--- src/rtl/rbsp_bit_writer_pkg.sv ---
// rbsp_bit_writer_pkg: shared constants, EP-stage state type and zero-run helper
package rbsp_bit_writer_pkg;
  localparam logic [4:0] RBSP_TRAILING_LEN = 5'h1f;
  localparam logic [7:0] EP_BYTE = 8'h03;
  localparam int RBSP_MAX_LEN = 24;
  typedef enum logic {EP_PASS, EP_HELD} ep_state_t;
  function automatic logic [1:0] zero_run_next(logic [1:0] zr, logic [7:0] b);
    return (b == 8'h00) ? ((zr == 2'd2) ? 2'd2 : zr + 2'd1) : 2'd0;
  endfunction
endpackage

--- src/rtl/rbsp_bit_writer_if.sv ---
// rbsp_bit_writer_if: code-write and byte-output handshake bundle
interface rbsp_bit_writer_if #(parameter int MAX_LEN = 24);
  logic               ena;
  logic               sop_in;
  logic               wr_valid_in;
  logic               wr_ready_out;
  logic [MAX_LEN-1:0] bits_in;
  logic [4:0]         len_in;
  logic [7:0]         byte_out;
  logic               byte_valid_out;
  logic               byte_ready_in;
  logic [31:0]        bit_count_out;
  logic               idle_out;
  logic               err_out;
  modport slave (
    input  ena, sop_in, wr_valid_in, bits_in, len_in, byte_ready_in,
    output wr_ready_out, byte_out, byte_valid_out, bit_count_out, idle_out, err_out
  );
  modport master (
    output ena, sop_in, wr_valid_in, bits_in, len_in, byte_ready_in,
    input  wr_ready_out, byte_out, byte_valid_out, bit_count_out, idle_out, err_out
  );
endinterface

--- src/rtl/rbsp_bit_writer_ep.sv ---
// rbsp_bit_writer_ep: emulation-prevention inserter with a registered byte output
module rbsp_bit_writer_ep
  import rbsp_bit_writer_pkg::*;
#(
  parameter int EP_ENABLE = 1
) (
  input  logic       clk,
  input  logic       rst_n,
  input  logic       ena,
  input  logic       sop,
  input  logic [7:0] in_byte,
  input  logic       in_valid,
  output logic       in_ready,
  output logic [7:0] out_byte,
  output logic       out_valid,
  input  logic       out_ready,
  output logic       empty
);
  ep_state_t  state_q, state_d;
  logic [7:0] hold_q, hold_d, out_q, out_d;
  logic       ov_q, ov_d;
  logic [1:0] zr_q, zr_d;
  logic       load, insert;
  // next output byte: a held candidate first, else the incoming byte or an inserted 0x03
  always_comb begin
    state_d  = state_q;
    hold_d   = hold_q;
    out_d    = out_q;
    ov_d     = ov_q;
    zr_d     = zr_q;
    load     = ena & (!ov_q | out_ready);
    in_ready = load & (state_q == EP_PASS);
    insert   = (EP_ENABLE != 0) && (zr_q == 2'd2) && (in_byte <= EP_BYTE);
    if (load) begin
      ov_d = (state_q == EP_HELD) | in_valid;
      if (state_q == EP_HELD) begin
        out_d   = hold_q;
        zr_d    = zero_run_next(zr_q, hold_q);
        state_d = EP_PASS;
      end else if (in_valid && insert) begin
        out_d   = EP_BYTE;
        hold_d  = in_byte;
        zr_d    = 2'd0;
        state_d = EP_HELD;
      end else if (in_valid) begin
        out_d = in_byte;
        zr_d  = zero_run_next(zr_q, in_byte);
      end
    end
    if (ena & sop) zr_d = 2'd0;
  end
  // state, hold and output registers
  always_ff @(posedge clk or negedge rst_n) begin
    if (!rst_n) begin
      state_q <= EP_PASS;
      hold_q  <= 8'h00;
      out_q   <= 8'h00;
      ov_q    <= 1'b0;
      zr_q    <= 2'd0;
    end else begin
      state_q <= state_d;
      hold_q  <= hold_d;
      out_q   <= out_d;
      ov_q    <= ov_d;
      zr_q    <= zr_d;
    end
  end
  assign out_byte  = out_q;
  assign out_valid = ov_q;
  assign empty     = (state_q == EP_PASS) & !ov_q;
endmodule

--- src/rtl/rbsp_bit_writer.sv ---
// rbsp_bit_writer: packs variable-length codes MSB-first into bytes with EP insertion
module rbsp_bit_writer
  import rbsp_bit_writer_pkg::*;
#(
  parameter int EP_ENABLE = 1,
  parameter int ACC_W     = 32,
  parameter int MAX_LEN   = RBSP_MAX_LEN
) (
  input logic              clk,
  input logic              rst_n,
  rbsp_bit_writer_if.slave bus
);
  localparam int FW = $clog2(ACC_W + 1);
  logic [ACC_W-1:0]   acc_q, acc_d;
  logic [FW-1:0]      fill_q, fill_d, base_fill;
  logic [31:0]        cnt_q, cnt_d;
  logic               err_q, err_d;
  logic               accept, drain, trailing, bad, ep_ready, ep_valid, ep_empty;
  logic [3:0]         pad;
  logic [4:0]         len_eff;
  logic [MAX_LEN-1:0] raw, code;
  // accumulator update: optional drain of the top byte combined with appending the accepted code
  always_comb begin
    accept    = bus.ena & bus.wr_valid_in & bus.wr_ready_out;
    drain     = (fill_q >= FW'(8)) & ep_ready;
    trailing  = bus.len_in == RBSP_TRAILING_LEN;
    bad       = !trailing && (bus.len_in > 5'(MAX_LEN));
    pad       = 4'd8 - {1'b0, fill_q[2:0]};
    len_eff   = (!accept || bad) ? 5'd0 : trailing ? {1'b0, pad} : bus.len_in;
    raw       = trailing ? MAX_LEN'(1) << (pad - 4'd1) : bus.bits_in;
    code      = raw & ((MAX_LEN'(1) << len_eff) - MAX_LEN'(1));
    base_fill = drain ? fill_q - FW'(8) : fill_q;
    acc_d     = (drain ? acc_q << 8 : acc_q) |
                (ACC_W'(code) << (FW'(ACC_W) - base_fill - FW'(len_eff)));
    fill_d    = base_fill + FW'(len_eff);
    cnt_d     = cnt_q + 32'(len_eff);
    err_d     = err_q | (accept & bad);
  end
  // accumulator, fill, bit counter and sticky error registers
  always_ff @(posedge clk or negedge rst_n) begin
    if (!rst_n) begin
      acc_q  <= '0;
      fill_q <= '0;
      cnt_q  <= '0;
      err_q  <= 1'b0;
    end else begin
      acc_q  <= acc_d;
      fill_q <= fill_d;
      cnt_q  <= cnt_d;
      err_q  <= err_d;
    end
  end
  rbsp_bit_writer_ep #(.EP_ENABLE(EP_ENABLE)) u_ep (
    .clk       (clk),
    .rst_n     (rst_n),
    .ena       (bus.ena),
    .sop       (bus.sop_in),
    .in_byte   (acc_q[ACC_W-1 -: 8]),
    .in_valid  (fill_q >= FW'(8)),
    .in_ready  (ep_ready),
    .out_byte  (bus.byte_out),
    .out_valid (ep_valid),
    .out_ready (bus.byte_ready_in),
    .empty     (ep_empty)
  );
  assign bus.byte_valid_out = ep_valid;
  assign bus.wr_ready_out   = fill_q <= FW'(ACC_W - MAX_LEN);
  assign bus.bit_count_out  = cnt_q;
  assign bus.err_out        = err_q;
  assign bus.idle_out       = (fill_q == '0) & ep_empty & !ep_valid;
endmodule
--- src/flat_wrapper.sv ---
// flat-port wrapper written by rule: the top's interface ports become plain ports
module rbsp_bit_writer_flat import rbsp_bit_writer_pkg::*;
#(
  parameter int EP_ENABLE = 1,
  parameter int ACC_W     = 32,
  parameter int MAX_LEN   = RBSP_MAX_LEN
)
  (clk, rst_n, bus_ena, bus_sop_in, bus_wr_valid_in, bus_bits_in, bus_len_in, bus_byte_ready_in, bus_wr_ready_out, bus_byte_out, bus_byte_valid_out, bus_bit_count_out, bus_idle_out, bus_err_out);
  rbsp_bit_writer_if #(.MAX_LEN(MAX_LEN)) bus_i ();
  input logic clk;
  input logic rst_n;
  input wire logic [$bits(bus_i.ena)-1:0] bus_ena;
  input wire logic [$bits(bus_i.sop_in)-1:0] bus_sop_in;
  input wire logic [$bits(bus_i.wr_valid_in)-1:0] bus_wr_valid_in;
  input wire logic [$bits(bus_i.bits_in)-1:0] bus_bits_in;
  input wire logic [$bits(bus_i.len_in)-1:0] bus_len_in;
  input wire logic [$bits(bus_i.byte_ready_in)-1:0] bus_byte_ready_in;
  output wire logic [$bits(bus_i.wr_ready_out)-1:0] bus_wr_ready_out;
  output wire logic [$bits(bus_i.byte_out)-1:0] bus_byte_out;
  output wire logic [$bits(bus_i.byte_valid_out)-1:0] bus_byte_valid_out;
  output wire logic [$bits(bus_i.bit_count_out)-1:0] bus_bit_count_out;
  output wire logic [$bits(bus_i.idle_out)-1:0] bus_idle_out;
  output wire logic [$bits(bus_i.err_out)-1:0] bus_err_out;
  assign bus_i.ena = bus_ena;
  assign bus_i.sop_in = bus_sop_in;
  assign bus_i.wr_valid_in = bus_wr_valid_in;
  assign bus_i.bits_in = bus_bits_in;
  assign bus_i.len_in = bus_len_in;
  assign bus_i.byte_ready_in = bus_byte_ready_in;
  assign bus_wr_ready_out = bus_i.wr_ready_out;
  assign bus_byte_out = bus_i.byte_out;
  assign bus_byte_valid_out = bus_i.byte_valid_out;
  assign bus_bit_count_out = bus_i.bit_count_out;
  assign bus_idle_out = bus_i.idle_out;
  assign bus_err_out = bus_i.err_out;
  rbsp_bit_writer #(.EP_ENABLE(EP_ENABLE), .ACC_W(ACC_W), .MAX_LEN(MAX_LEN)) u_core (.clk(clk), .rst_n(rst_n), .bus(bus_i));
endmodule
--- config.mk ---
export PLATFORM = sky130hd
export DESIGN_NAME = rbsp_bit_writer_flat
export DESIGN_NICKNAME = d
export VERILOG_FILES = /design/src/rtl/rbsp_bit_writer_pkg.sv /design/src/rtl/rbsp_bit_writer_if.sv /design/src/rtl/rbsp_bit_writer_ep.sv /design/src/rtl/rbsp_bit_writer.sv /design/src/flat_wrapper.sv
export SDC_FILE = /design/constraint.sdc
export NUM_CORES = 1
export LEC_CHECK = 0
export ABC_AREA = 1
export ABC_CLOCK_PERIOD_IN_PS = 6300
export BUFFER_PORTS_ARGS = -buffer_cell sky130_fd_sc_hd__buf_2
export CELL_PAD_IN_SITES_DETAIL_PLACEMENT = 1
export CELL_PAD_IN_SITES_GLOBAL_PLACEMENT = 1
export CORE_ASPECT_RATIO = 0.75
export CORE_MARGIN = 3
export CORE_UTILIZATION = 25
export CTS_BUF_LIST = sky130_fd_sc_hd__clkbuf_4
export CTS_CLUSTER_DIAMETER = 60
export DETAILED_ROUTE_END_ITERATION = 10
export GPL_ROUTABILITY_DRIVEN = 0
export PLACE_DENSITY = 0.59
export SLEW_MARGIN = 20
export SYNTH_ARGS = -nofsm -noshare
export SYNTH_HDL_FRONTEND = slang
export SYNTH_SLANG_ARGS = --single-unit
--- constraint.sdc ---
create_clock -name clk -period 6.3 [get_ports clk]
set_input_delay 0.315 -clock clk [delete_from_list [all_inputs] [get_ports clk]]
set_output_delay 0.315 -clock clk [all_outputs]
set_load 0.1 [all_outputs]
==> impl_results.md <==
- Most frequent cells in the layout: nand2_1, nand3_1, inv_1
- Comb power frac: 75.8%
- Required @ worst endpoint: 6680 ps
- Routed Antenna Nets: 0
- Main synth FF type: dfrtp_1
- Die width: 205 um
- Vias: 7208
- FMAX: 0.190 GHz
- Area growth syn-to-layout: 12.9%
- Hold Path Stages: 4
- Clock sink count: 91
- Setup crit end kind: flop
- Int Pwr: 1.95 mW
- Sw Pwr: 3.14 mW
- Yosys warning count: 0
- Synth area leader: dfrtp_1
- Leak pwr: 4.17 nW
- CP max FO: 11
- Wirelength, routed: 25.0 mm
- Post-Synthesis Cell Area: 7410 sq um
- Fraction of registers with async set/reset: 100%
- Clk buf depth: 2
- Leading cell type in the layout, fill and taps excluded: nand2_1
- DP Wirelength: 20.5 mm
- Least-Margin Pin Slew: 955 ps
- Util after Layout: 29.3%
- Synth Area per Inst: 7.21 sq um
- R2R depth: 23
- Final count of pins violating max slew: 0
- Tot GR Track Use: 15.9%
- Layout cells sized above 1: 16.5%
- Drt drc: 0
- Row count: 53
- Syn nets: 1096
- I/O pin count: 79
- Power Dens Cells: 608 nW/um^2
- Max_cap viols: 0
- Fin crit period: 5270 ps
- Setup Buffers After CTS: 0
- Rel. slew slack: 35.8%
- CTS tree: yes
- CP startpoint kind: flop
- Setup TNS: 0 ps
- Initial antenna violation count: 1
- Vias per std cell: 4.85
- Clk root buf: clkbuf_4
- Final setup vio count: 0
- Die Ht: 155 um
- Total CTS buffers: 9
- DP Area: 8190 sq um
- Top cell type's share of synthesized area: 30.7%
- Status: finished, final reports clean
- Vias in the first global route: 7334
- DRT Pass-1 Iters: 8
- Seq pwr share: 17.0%
- WL/cell: 16.8 um
- Final instance area: 8370 sq um
- WS Path Type: reg2reg
- Largest net degree at the start of global routing: 65
- RSZ-0062 raised after global routing: false
- Worst hold margin: 196 ps
- Core ar.: 28600 sq um
- Mapped Cells: 1028
- Overall Power: 5.09 mW
- Flop and latch count out of synthesis: 91
- Post-synth EDFFs: 0
- Grt ovf: 0
- Top post-synthesis cells by area: dfrtp_1, nand2_1, nand3_1
- CTS-repair resized insts: 0
- Number of distinct library cells after synthesis: 51
- Clock power frac: 7.2%
- Nets@finish: 1161
- Seq/Total Area, Yosys: 30.7%
- First-pass GRT wire length: 40.2 mm
- Sw Ratio: 61.6%
- Skew-Pair Late Insertion Delay: 450 ps
- Min-delay worst type: in2reg
- Period utilization: 83.7%
- Hold Fails Final Rpt: 0
- # port buffers: 78
- H-tree Lvls: 3
- Peak supply drop: 274 uV
- Clock Skew: 20.3 ps
- DR iter-0 viols: 472
- Arrival time worst endpoint: 5650 ps
- Die ar.: 31800 sq um
- Clock Pin Slew Worst Setup and Hold Paths: 150 ps
- Initial Utilization: 25.9%
-- cell type report --
cell class	instances	area (sq um)
clock inverter	7	92.6
sequential	91	2280
tap	385	482
inverter	106	398
timing repair buffer	90	485
fill	3569	20200
multi-input combinational	795	4560
clock buffer	9	67.6
antenna	2	5.00
-- worst max-delay path, stage by stage, from the launching register on --
cell and delay (ps):
dfrtp_1 480, inv_1 170, ha_1 270, inv_1 60, nor2_1 120, nand2_1 140, a21oi_4 270, nand2_4 110
nor2_1 330, ha_1 180, inv_1 40, ha_1 210, fa_1 410, a21oi_1 150, nor2_1 60, nor2_1 110
xor2_1 180, xor2_1 430, clkinv_1 450, nor2_4 320, inv_1 250, nor2_1 240, nand3_1 110, nand4_1 100
-- cell usage after synthesis (3+ instances only) --
library cell,number
nand4_2,7
ha_1,30
xnor2_1,10
xor2_1,27
clkinv_1,5
nand3_2,8
nor3_2,4
nand2_4,6
nor2_1,70
o22ai_1,8
nor2_4,7
buf_6,3
a21oi_1,33
nor4_1,4
nand4_4,3
nand4_1,28
nor2_8,3
nand2_1,236
buf_2,9
buf_1,7
o211ai_1,9
inv_1,96
nor3_1,7
or2_1,3
nand2_2,12
dfrtp_1,91
o21ai_1,19
mux2i_1,13
o21ai_2,4
fa_1,3
a31oi_1,4
nand3_1,174
o21ai_0,36
inv_2,5
nor2_2,13
clkbuf_1,16
-- power by group through the flow --
stage               registers [mW]  logic, mW  clock network (mW)
global placement             0.874       3.84                   0
floorplan                     1.22       2.44                   0
detailed placement           0.876       3.86                   0
CTS                          0.865       3.87               0.390
global route                 0.884       4.31               0.418
finish                       0.863       3.86               0.367
-- through the flow --
stage               worst slack, ps  cells
floorplan                      1440   1028
global placement               1310   1466
detailed placement             1080   1466
CTS                            1000   1483
global route                    430   1485
finish                         1030   1485
-- registers in the layout (all words and copies together) (netlist names) --
register,flops
u_core.acc_q,32
u_core.bus.bit_count_out,32
u_core.u_ep.hold_q,8
u_core.u_ep.out_byte,8
u_core.fill_q,6
u_core.u_ep.zr_q,2
u_core.bus.err_out,1
u_core.u_ep.out_valid,1
u_core.u_ep.state_q,1
-- kinds of logic after synthesis --
| group | share of synthesized area (%) |
|---|---|
| buffers and inverters | 7.80 |
| AOI/OAI and AO/OA | 9.57 |
| adders and majority gates | 5.87 |
| and+or+nand+nor | 39.9 |
| xor gates and xnor gates | 4.37 |
| DFF | 30.7 |
| muxes | 1.75 |
-- routing by layer --
| metal | share of wire, % | track usage (%) |
|---|---|---|
| met5 | 0 | 0 |
| met4 | 0.55 | 2.02 |
| met1 | 53 | 24.2 |
| met2 | 41 | 23.5 |
| met3 | 5.6 | 3.56 |
-- worst paths after layout --
path,slack [ps],start,endpoint
setup / recovery,1030,u_core.fill_q[1],u_core.acc_q[31]
hold / removal,200,bus_sop_in,u_core.u_ep.zr_q[0]
setup reg to reg,1030,u_core.fill_q[1],u_core.acc_q[31]
hold reg to reg,480,u_core.bus.bit_count_out[31],u_core.bus.bit_count_out[31]
max in group asynchronous,4830,rst_n,u_core.u_ep.out_byte[7]
min in group asynchronous,290,rst_n,u_core.bus.bit_count_out[1]
-- repair_timing --
action	in CTS	in global routing
endpoints found under the setup margin	0	0
hold endpoints to repair	27	0
hold buffers	1	0
Power figures use the tool's default switching activity.
